<file path="src/rtl/ringosc_pkg.sv">
// Shared types and helpers for the ring-oscillator meter.
`timescale 1ns/100ps
package ringosc_pkg;

  localparam int CNT_W = 32;

  typedef enum logic [2:0] {
    IDLE   = 3'd0,
    CLR    = 3'd1,
    RUN    = 3'd2,
    HALT   = 3'd3,
    SAMPLE = 3'd4,
    DONE   = 3'd5
  } state_e;

  function automatic int clog2(input int value);
    int w;
    w = 0;
    while ((1 << w) < value) w++;
    return w;
  endfunction

endpackage

</file>
<file path="src/rtl/ringosc_cnt_sync.sv">
// Per-bit 2-flop synchronizer for the halted oscillator count, plus a
// previous-word register so the caller can tell when the word has settled.
`timescale 1ns/100ps
module ringosc_cnt_sync
  import ringosc_pkg::*;
(
  input  logic             clk,
  input  logic             rst,
  input  logic             en_i,
  input  logic [CNT_W-1:0] async_word_i,
  output logic [CNT_W-1:0] word_o,
  output logic             valid_o,
  output logic             stable_o
);

  logic [CNT_W-1:0] prev_q;
  logic [2:0]       fill_q;

  for (genvar gi = 0; gi < CNT_W; gi++) begin : g_bit
    (* async_reg = "true" *) logic meta_q;
    (* async_reg = "true" *) logic sync_q;

    always_ff @(posedge clk) begin
      if (en_i) begin
        meta_q <= async_word_i[gi];
        sync_q <= meta_q;
      end
    end

    assign word_o[gi] = sync_q;
  end

  always_ff @(posedge clk) begin
    if (en_i) prev_q <= word_o;
  end

  // Comparison is only trusted once both words were captured after enable.
  always_ff @(posedge clk) begin
    if (rst || !en_i) fill_q <= '0;
    else              fill_q <= {fill_q[1:0], 1'b1};
  end

  assign valid_o  = fill_q[2];
  assign stable_o = fill_q[2] && (word_o == prev_q);

endmodule

</file>
<file path="src/rtl/ringosc_meter.sv">
// Gated ring-oscillator edge counter readout: clear, run for a window, halt,
// settle, then capture a stable count. Optional min/max stats: RINGOSC_MINMAX_EN.
`timescale 1ns/100ps
module ringosc_meter
  import ringosc_pkg::*;
#(
  parameter int unsigned WIN_W      = 24,
  parameter int unsigned RST_CYCLES = 4,
  parameter int unsigned SETTLE_CYC = 8,
  parameter int unsigned MAX_RETRY  = 15
) (
  input  logic             clk,
  input  logic             rst,
  input  logic             start,
  input  logic [WIN_W-1:0] window_len,
  output logic             osc_rst,
  output logic             osc_halt,
  input  logic [CNT_W-1:0] osc_counter,
  output logic             busy,
  output logic             done,
  output logic [CNT_W-1:0] result,
  output logic             err_unstable
`ifdef RINGOSC_MINMAX_EN
  ,
  input  logic             stats_clr,
  output logic [CNT_W-1:0] res_min,
  output logic [CNT_W-1:0] res_max
`endif
);

  localparam int RETRY_W = clog2(MAX_RETRY + 1);

  state_e             state_q, state_d;
  logic [WIN_W-1:0]   tmr_q, tmr_d;
  logic [WIN_W-1:0]   win_q, win_d;
  logic [RETRY_W-1:0] retry_q, retry_d;
  logic [CNT_W-1:0]   result_q, result_d;
  logic               err_q, err_d;
  logic               osc_rst_q, osc_halt_q, busy_q, done_q;

  logic [CNT_W-1:0]   sync_word;
  logic               sync_valid, sync_stable;

  ringosc_cnt_sync u_sync (
    .clk          (clk),
    .rst          (rst),
    .en_i         (state_q == SAMPLE),
    .async_word_i (osc_counter),
    .word_o       (sync_word),
    .valid_o      (sync_valid),
    .stable_o     (sync_stable)
  );

  always_comb begin
    state_d  = state_q;
    tmr_d    = tmr_q;
    win_d    = win_q;
    retry_d  = retry_q;
    result_d = result_q;
    err_d    = err_q;
    case (state_q)
      IDLE: begin
        if (start) begin
          win_d   = (window_len == '0) ? WIN_W'(1) : window_len;
          tmr_d   = WIN_W'(RST_CYCLES - 1);
          state_d = CLR;
        end
      end
      CLR: begin
        if (tmr_q == '0) begin
          tmr_d   = win_q - WIN_W'(1);
          state_d = RUN;
        end else begin
          tmr_d = tmr_q - WIN_W'(1);
        end
      end
      RUN: begin
        if (tmr_q == '0) begin
          tmr_d   = WIN_W'(SETTLE_CYC - 1);
          state_d = HALT;
        end else begin
          tmr_d = tmr_q - WIN_W'(1);
        end
      end
      HALT: begin
        if (tmr_q == '0) begin
          retry_d = '0;
          state_d = SAMPLE;
        end else begin
          tmr_d = tmr_q - WIN_W'(1);
        end
      end
      SAMPLE: begin
        if (sync_valid) begin
          if (sync_stable) begin
            result_d = sync_word;
            err_d    = 1'b0;
            state_d  = DONE;
          end else if (retry_q == RETRY_W'(MAX_RETRY)) begin
            // Give up: report the last word seen, flagged as untrustworthy.
            result_d = sync_word;
            err_d    = 1'b1;
            state_d  = DONE;
          end else begin
            retry_d = retry_q + RETRY_W'(1);
          end
        end
      end
      DONE:    state_d = IDLE;
      default: state_d = IDLE;
    endcase
  end

  // Outputs are registered from the next state so they line up with state_q.
  always_ff @(posedge clk) begin
    if (rst) begin
      state_q    <= IDLE;
      tmr_q      <= '0;
      win_q      <= '0;
      retry_q    <= '0;
      result_q   <= '0;
      err_q      <= 1'b0;
      osc_rst_q  <= 1'b1;
      osc_halt_q <= 1'b1;
      busy_q     <= 1'b0;
      done_q     <= 1'b0;
    end else begin
      state_q    <= state_d;
      tmr_q      <= tmr_d;
      win_q      <= win_d;
      retry_q    <= retry_d;
      result_q   <= result_d;
      err_q      <= err_d;
      osc_rst_q  <= (state_d == CLR);
      osc_halt_q <= (state_d != RUN);
      busy_q     <= (state_d != IDLE);
      done_q     <= (state_d == DONE);
    end
  end

  assign osc_rst      = osc_rst_q;
  assign osc_halt     = osc_halt_q;
  assign busy         = busy_q;
  assign done         = done_q;
  assign result       = result_q;
  assign err_unstable = err_q;

`ifdef RINGOSC_MINMAX_EN
  logic [CNT_W-1:0] min_q, max_q;

  always_ff @(posedge clk) begin
    if (rst || stats_clr) begin
      min_q <= '1;
      max_q <= '0;
    end else if (state_q == DONE && !err_q) begin
      if (result_q < min_q) min_q <= result_q;
      if (result_q > max_q) max_q <= result_q;
    end
  end

  assign res_min = min_q;
  assign res_max = max_q;
`endif

endmodule

</file>
<file path="config.mk">
export PLATFORM = sky130hd
export DESIGN_NAME = ringosc_meter
export DESIGN_NICKNAME = d
export VERILOG_FILES = /design/src/rtl/ringosc_pkg.sv /design/src/rtl/ringosc_cnt_sync.sv /design/src/rtl/ringosc_meter.sv
export SDC_FILE = /design/constraint.sdc
export NUM_CORES = 1
export LEC_CHECK = 0
export BUFFER_PORTS_ARGS = -buffer_cell sky130_fd_sc_hd__buf_4
export CORE_MARGIN = 8
export CORE_UTILIZATION = 40
export CTS_BUF_LIST = sky130_fd_sc_hd__clkbuf_2 sky130_fd_sc_hd__clkbuf_4 sky130_fd_sc_hd__clkbuf_8
export DETAILED_ROUTE_END_ITERATION = 10
export MAX_ROUTING_LAYER = met4
export PLACE_DENSITY = 0.56
export SYNTH_ARGS = -nofsm -noshare
export SYNTH_HDL_FRONTEND = slang
export SYNTH_SLANG_ARGS = --single-unit
</file>
<file path="constraint.sdc">
create_clock -name clk -period 4.1 [get_ports clk]
set_clock_uncertainty 0.1 [all_clocks]
set_input_delay 0 -clock clk [delete_from_list [all_inputs] [get_ports clk]]
set_output_delay 0 -clock clk [all_outputs]
set_load 0.02 [all_outputs]
</file>
======== Word level (Yosys, flattened, before mapping) ========
Cells that the tools add are included.
operators by class
  $add $sub $neg .......................... 3
  eq/ne operators ......................... 15
  muxes and demuxes ....................... 24
  reduce and logical (&&, ||, !) cells .... 14
operators by type and width
  cell                                                 count
  two-way mux 24 bit                                   5
  case mux 24 bit (4 select lines)                     1
  two-way mux 32 bit                                   2
  zero test 24 bit                                     2
  subtractor 24 x 1 -> 24 bit (second input constant)  2
  == test 32 bit                                       1
  two-way mux 3 bit                                    7
  two-way mux 4 bit                                    4
  case mux 3 bit (5 select lines)                      1
  != test 2 bit (second input constant)                6
  case mux 4 bit (2 select lines)                      1
  == test 3 x 1 -> 1 bit (second input constant)       2
  == test 3 x 2 -> 1 bit (second input constant)       2
  == test 3 bit (second input constant)                2
  AND reduction 3 bit                                  2
  AND reduction 5 bit                                  1
  adder 4 x 1 -> 4 bit (second input constant)         1
  == test 4 bit (second input constant)                1
  nonzero test 2 bit                                   2
  nonzero test 4 bit                                   1
  zero test 3 bit                                      1
  two-way mux 1 bit                                    3
  != test 3 x 2 -> 1 bit (second input constant)       1
  nonzero test 3 bit                                   1
  4 further kinds                                      4
word-level totals
  bits in registers ....................... 191
  bits of input ports ..................... 59
  output and inout bits ................... 37
  logic and storage cells ................. 133

======== Logic depth before layout (Yosys ltp) ========
  depth in word-level cells ............... 6
  mapped depth ............................ 9
  mapped depth without buffers ............ 8

======== Cells and area by module ========
From an unflattened synthesis, not the netlist that was laid out.
second synthesis, totals
  cell total of the unflattened synthesis .. 763
  area total of the unflattened synthesis .. 8155.3 um^2
by module, submodules not included
  module            instances  cells each  area an instance (um^2)  sequential area each (um^2)
  ringosc_meter     1          585         4598.2                   1841.8
  ringosc_cnt_sync  1          178         3557.2                   2942.8

======== Least setup slack after synthesis ========
OpenSTA, ideal clock, no wires.
  path kind ............................... reg-to-reg
  from .................................... register state_q[1]
  to ...................................... register u_sync.g_bit[0].meta_q, enable pin
  library setup time ...................... 450 ps
  arrival ................................. 2614 ps
  required time ........................... 3550 ps
  setup slack ............................. 936 ps
  stages on the path, launching flop included .. 4
  buffers on the path ..................... 0
  period minus slack after synthesis ...... 3164 ps
  path through ............................ dfxtp_1 nor2_1 nand2_1 inv_1
between the ends
  longest elaborated chain between the ends .. 1
ends and longest elaborated chain
  what                    RTL line                text
  from (decl)             ringosc_meter.sv:33     state_e state_q, state_d;
  from (signal assigned)  ringosc_meter.sv:128    state_q <= state_d;
  == test 3 bit           ringosc_meter.sv:47     .en_i (state_q == SAMPLE),
  to (signal assigned)    ringosc_cnt_sync.sv:25  meta_q <= async_word_i[gi];
  to (decl)               ringosc_cnt_sync.sv:20  (* async_reg = "true" *) logic meta_q;
No other way between the ends.
A chain may end at the register's enable or synchronous reset.

======== Worst setup path after layout ========
  from .................................... register state_q[1]
  to ...................................... register win_q[17]
between the ends
  longest elaborated chain between the ends .. 2
ends and longest elaborated chain
  what                                  RTL line              text
  zero test 3 bit                       ringosc_meter.sv:61   case (state_q)
  AND reduction 2 bit (no source line)  --
  to (signal assigned)                  ringosc_meter.sv:130  win_q <= win_d;
  to (decl)                             ringosc_meter.sv:35   logic [WIN_W-1:0] win_q, win_d;
No other way between the ends.

==> flow_metrics.py <==
metrics = {
    "run_status": {
        "run_status": "finished clean",
    },
    "placed_design": {
        "io_buffers": 95,
        "pre_cts_slack_ns": 1.321,
        "hpwlAfterDp_um": 13950,
        "gp_congestion": 0.8915,
    },
    "route": {
        "wire_per_inst_um": 17.40,
        "wl_um": 20820,
        "postRouteAntennaNets": 0,
        "firstDrtPassIters": 5,
        "via_count": 6328,
        "first_iter_violations": 447,
        "routed_via_density": 5.287,
        "drc": 0,
    },
    "critical_path": {
        "startpoint_type": "flip-flop",
        "cp-end-kind": "flip-flop",
        "reg2reg_slack_ns": 1.31,
        "arrival_ns": 3.10,
        "r2r_end": "win_q[17]",
        "critPathRequiredTime_ns": 4.41,
        "cp_max_fo": 23,
        "critical_path_class": "reg2reg",
        "r2r-start": "state_q[1]",
        "reg2regPathDepth": 5,
        "timing.critical_path.from": "state_q[1]",
        "cp-endpoint": "win_q[17]",
    },
    "sta": {
        "tightest_slew_ns": 0.8948,
        "slew_violations": 0,
        "post-route-period-util_pct": 68.01,
        "setup_viol": 0,
        "min_period_ns": 2.788,
        "fmax_ghz": 0.3586,
        "finalWorstSetupSlack_ns": 1.312,
        "setup-tns-final_ns": 0,
        "relSlewSlack_pct": 40.28,
        "rsz0062_at_grt": "false",
        "final_hold_viol_count": 0,
    },
    "clock_network": {
        "cts_max_level": 4,
        "clock-sinks": 191,
        "numCtsBuffers": 17,
        "ctsResizeCount": 0,
        "ctsRootBufferMaster": "clkbuf_8",
        "cts_tree": "yes",
        "post_cts_buffers": 0,
        "clk_latency_ns": 0.47,
        "cts_hold_buffers": 82,
        "clkTransAtPathRegs_ns": 0.11,
        "clk_path_buf_depth": 2,
    },
    "layout": {
        "layout_commonest_cell": "buf_4",
        "areaGrowthSynthToFinish_pct": 26.22,
        "layout_common_cells": "buf_4 (100), edfxtp_1 (96), dfxtp_1 (95), dlygate4sd3_1 (82), nand2_1 (78)",
        "nNetsFinal": 973,
        "drive_gt1_share_pct": 16.79,
    },
    "power_and_ir_drop": {
        "total_power_mw": 6.645,
        "internal-power_mw": 3.819,
        "seq_power_share_pct": 37.0,
        "p_switching_mw": 2.825,
        "switching_share_pct": 42.52,
        "clkPwrFrac_pct": 18.9,
        "p_per_area_nw_per_um2": 637.7,
        "comb_power_share_pct": 44.0,
        "ir_worst_vdd_uv": 317.3,
        "leakage_nw": 3.983,
    },
    "synthesis": {
        "netlist_area_um2": 8255,
        "yosys_warnings": 0,
        "avgSynthCellArea_um2": 11.07,
        "synth_top_area_share_pct": 34.92,
        "yosysSeqAreaShare_pct": 57.96,
        "async_flop_share_pct": 0,
        "synthFlopType": "edfxtp_1",
        "synth_nets": 809,
        "synth.area.top_cells": "edfxtp_1 (35%), dfxtp_1 (23%), xor2_1 (4.9%), nand2_1 (3.5%), a21boi_0 (3.0%)",
        "yosysTopAreaCell": "edfxtp_1",
        "ys_seq_elements": 191,
        "synth_edf_count": 96,
        "synthDistinctLibCells": 69,
        "synthCells": 746,
    },
    "die": {
        "initial_core_util_pct": 40.80,
        "pin_count": 96,
        "rows": 52,
        "dieHeight_um": 159.7,
        "die_w_um": 159.7,
        "dieArea_um2": 25490,
        "core-area_um2": 20230,
    },
    "grt": {
        "grt.total_usage_pct": 16.52,
        "grt_pass1_vias": 6290,
        "gr-total-overflow": 0,
        "grt_pass1_wl_um": 33300,
        "grt_max_degree": 61,
        "antenna_found_initial": 2,
    },
    "run": {
        "max_cap_viol_count": 0,
    },
    "worst_hold_path": {
        "hold_class": "in2reg",
    },
}
-- power by group through the flow --
stage                     clock, mW  combinational (mW)  sequential [mW]
after floorplan                   0                2.15             2.42
after global placement            0                2.75             2.49
after detailed placement          0                2.78             2.50
after CTS                      1.29                2.91             2.45
after global routing           1.37                3.21             2.49
final                          1.26                2.92             2.46
-- registers in the layout (all words and copies together), names as in the netlist --
register / cells
busy: 1
done: 1
err_unstable: 1
osc_halt: 1
osc_rst: 1
result: 32
retry_q: 4
state_q: 3
tmr_q: 24
u_sync.fill_q: 3
u_sync.g_bit.meta_q: 32
u_sync.g_bit.sync_q: 32
u_sync.prev_q: 32
win_q: 24
-- worst min path at each step --
| stage | from | end | depth (start not counted) | slack [ns] |
|---|---|---|---|---|
| floorplan | osc_counter[0] | u_sync.g_bit[0].meta_q | 0 | -0.001 |
| global placement | osc_counter[4] | u_sync.g_bit[4].meta_q | 1 | 0.08 |
| detailed placement | osc_counter[23] | u_sync.g_bit[23].meta_q | 1 | 0.08 |
| CTS | osc_counter[22] | u_sync.g_bit[22].meta_q | 2 | 0.10 |
| global route | osc_counter[22] | u_sync.g_bit[22].meta_q | 2 | 0.11 |
| finish | osc_counter[22] | u_sync.g_bit[22].meta_q | 2 | 0.13 |
-- stage by stage --
| step | hold slack (ns) | cell area [µm²] | std cells | utilization, % |
|---|---|---|---|---|
| floorplan | -0.001131 | 8255 | 746 | - |
| global placement | 0.07813 | 9179 | 1079 | 45.36 |
| detailed placement | 0.07930 | 9179 | 1079 | 45.36 |
| CTS | 0.1043 | 10410 | 1193 | 51.45 |
| global route | 0.1077 | 10420 | 1195 | 51.47 |
| finish | 0.1332 | 10420 | 1197 | 51.50 |
-- routing by layer --
metal / up-vias / global-route usage [%] / part of all wire [%] / wire length (µm)
met3: 34 / 3.008 / 4.3 / 891
met1: 3035 / 21.05 / 46 / 9605
li1: 3071 / - / - / -
met4: 0 / 6.046 / 2.0 / 420
met2: 188 / 25.96 / 48 / 9907
met5: - / - / 0 / 0
-- cells in the mapped netlist, types with 4 or more instances --
cell and n:
nand4_1 8, xnor2_1 9, nand3_1 17, nand2_1 78, edfxtp_1 96, or3_1 8
o211ai_1 6, nor3_1 16, o221ai_1 4, o21a_1 33, a21boi_0 33, and2_1 7
inv_1 9, xor2_1 46, and3_1 39, o21ai_0 17, a31oi_1 7, a21oi_1 36
clkbuf_1 29, dfxtp_1 95, nor4_1 20, nor2_1 43, or4_1 7, o21ai_1 15
ha_1 4
-- cells by family (layout without fill, tap and decap cells) --
| logic type | count (synthesis) | count (layout) | share of synthesized area, % |
|---|---|---|---|
| flops | 191 | 191 | 57.96 |
| mux | 2 | 2 | 0.2425 |
| fa+ha+maj | 4 | 4 | 0.6063 |
| buf+inv | 47 | 224 | 2.819 |
| simple gates | 274 | 274 | 18.63 |
| xor+xnor | 55 | 55 | 5.835 |
| compound gates | 173 | 173 | 13.91 |
| other cells | 0 | 4 | 0 |
-- final cells by class --
cell class | count | area (µm²)
Multi-Input combinational cell | 508 | 3251
Inverter | 9 | 35.03
Clock inverter | 15 | 176.4
Clock buffer | 17 | 234.0
Fill cell | 1752 | 9814
Tap cell | 270 | 337.8
Antenna cell | 4 | 10.01
Sequential cell | 191 | 4785
Timing Repair Buffer | 183 | 1592
-- worst max-delay path, stage by stage, from the launching register on --
cell,delay (ns)
dfxtp_1,0.48
nor2_1,0.49
and3_1,0.77
nand2_1,0.15
a21oi_1,0.18
dlygate4sd3_1,0.56
Note: power is estimated with default switching activity, not from simulation.
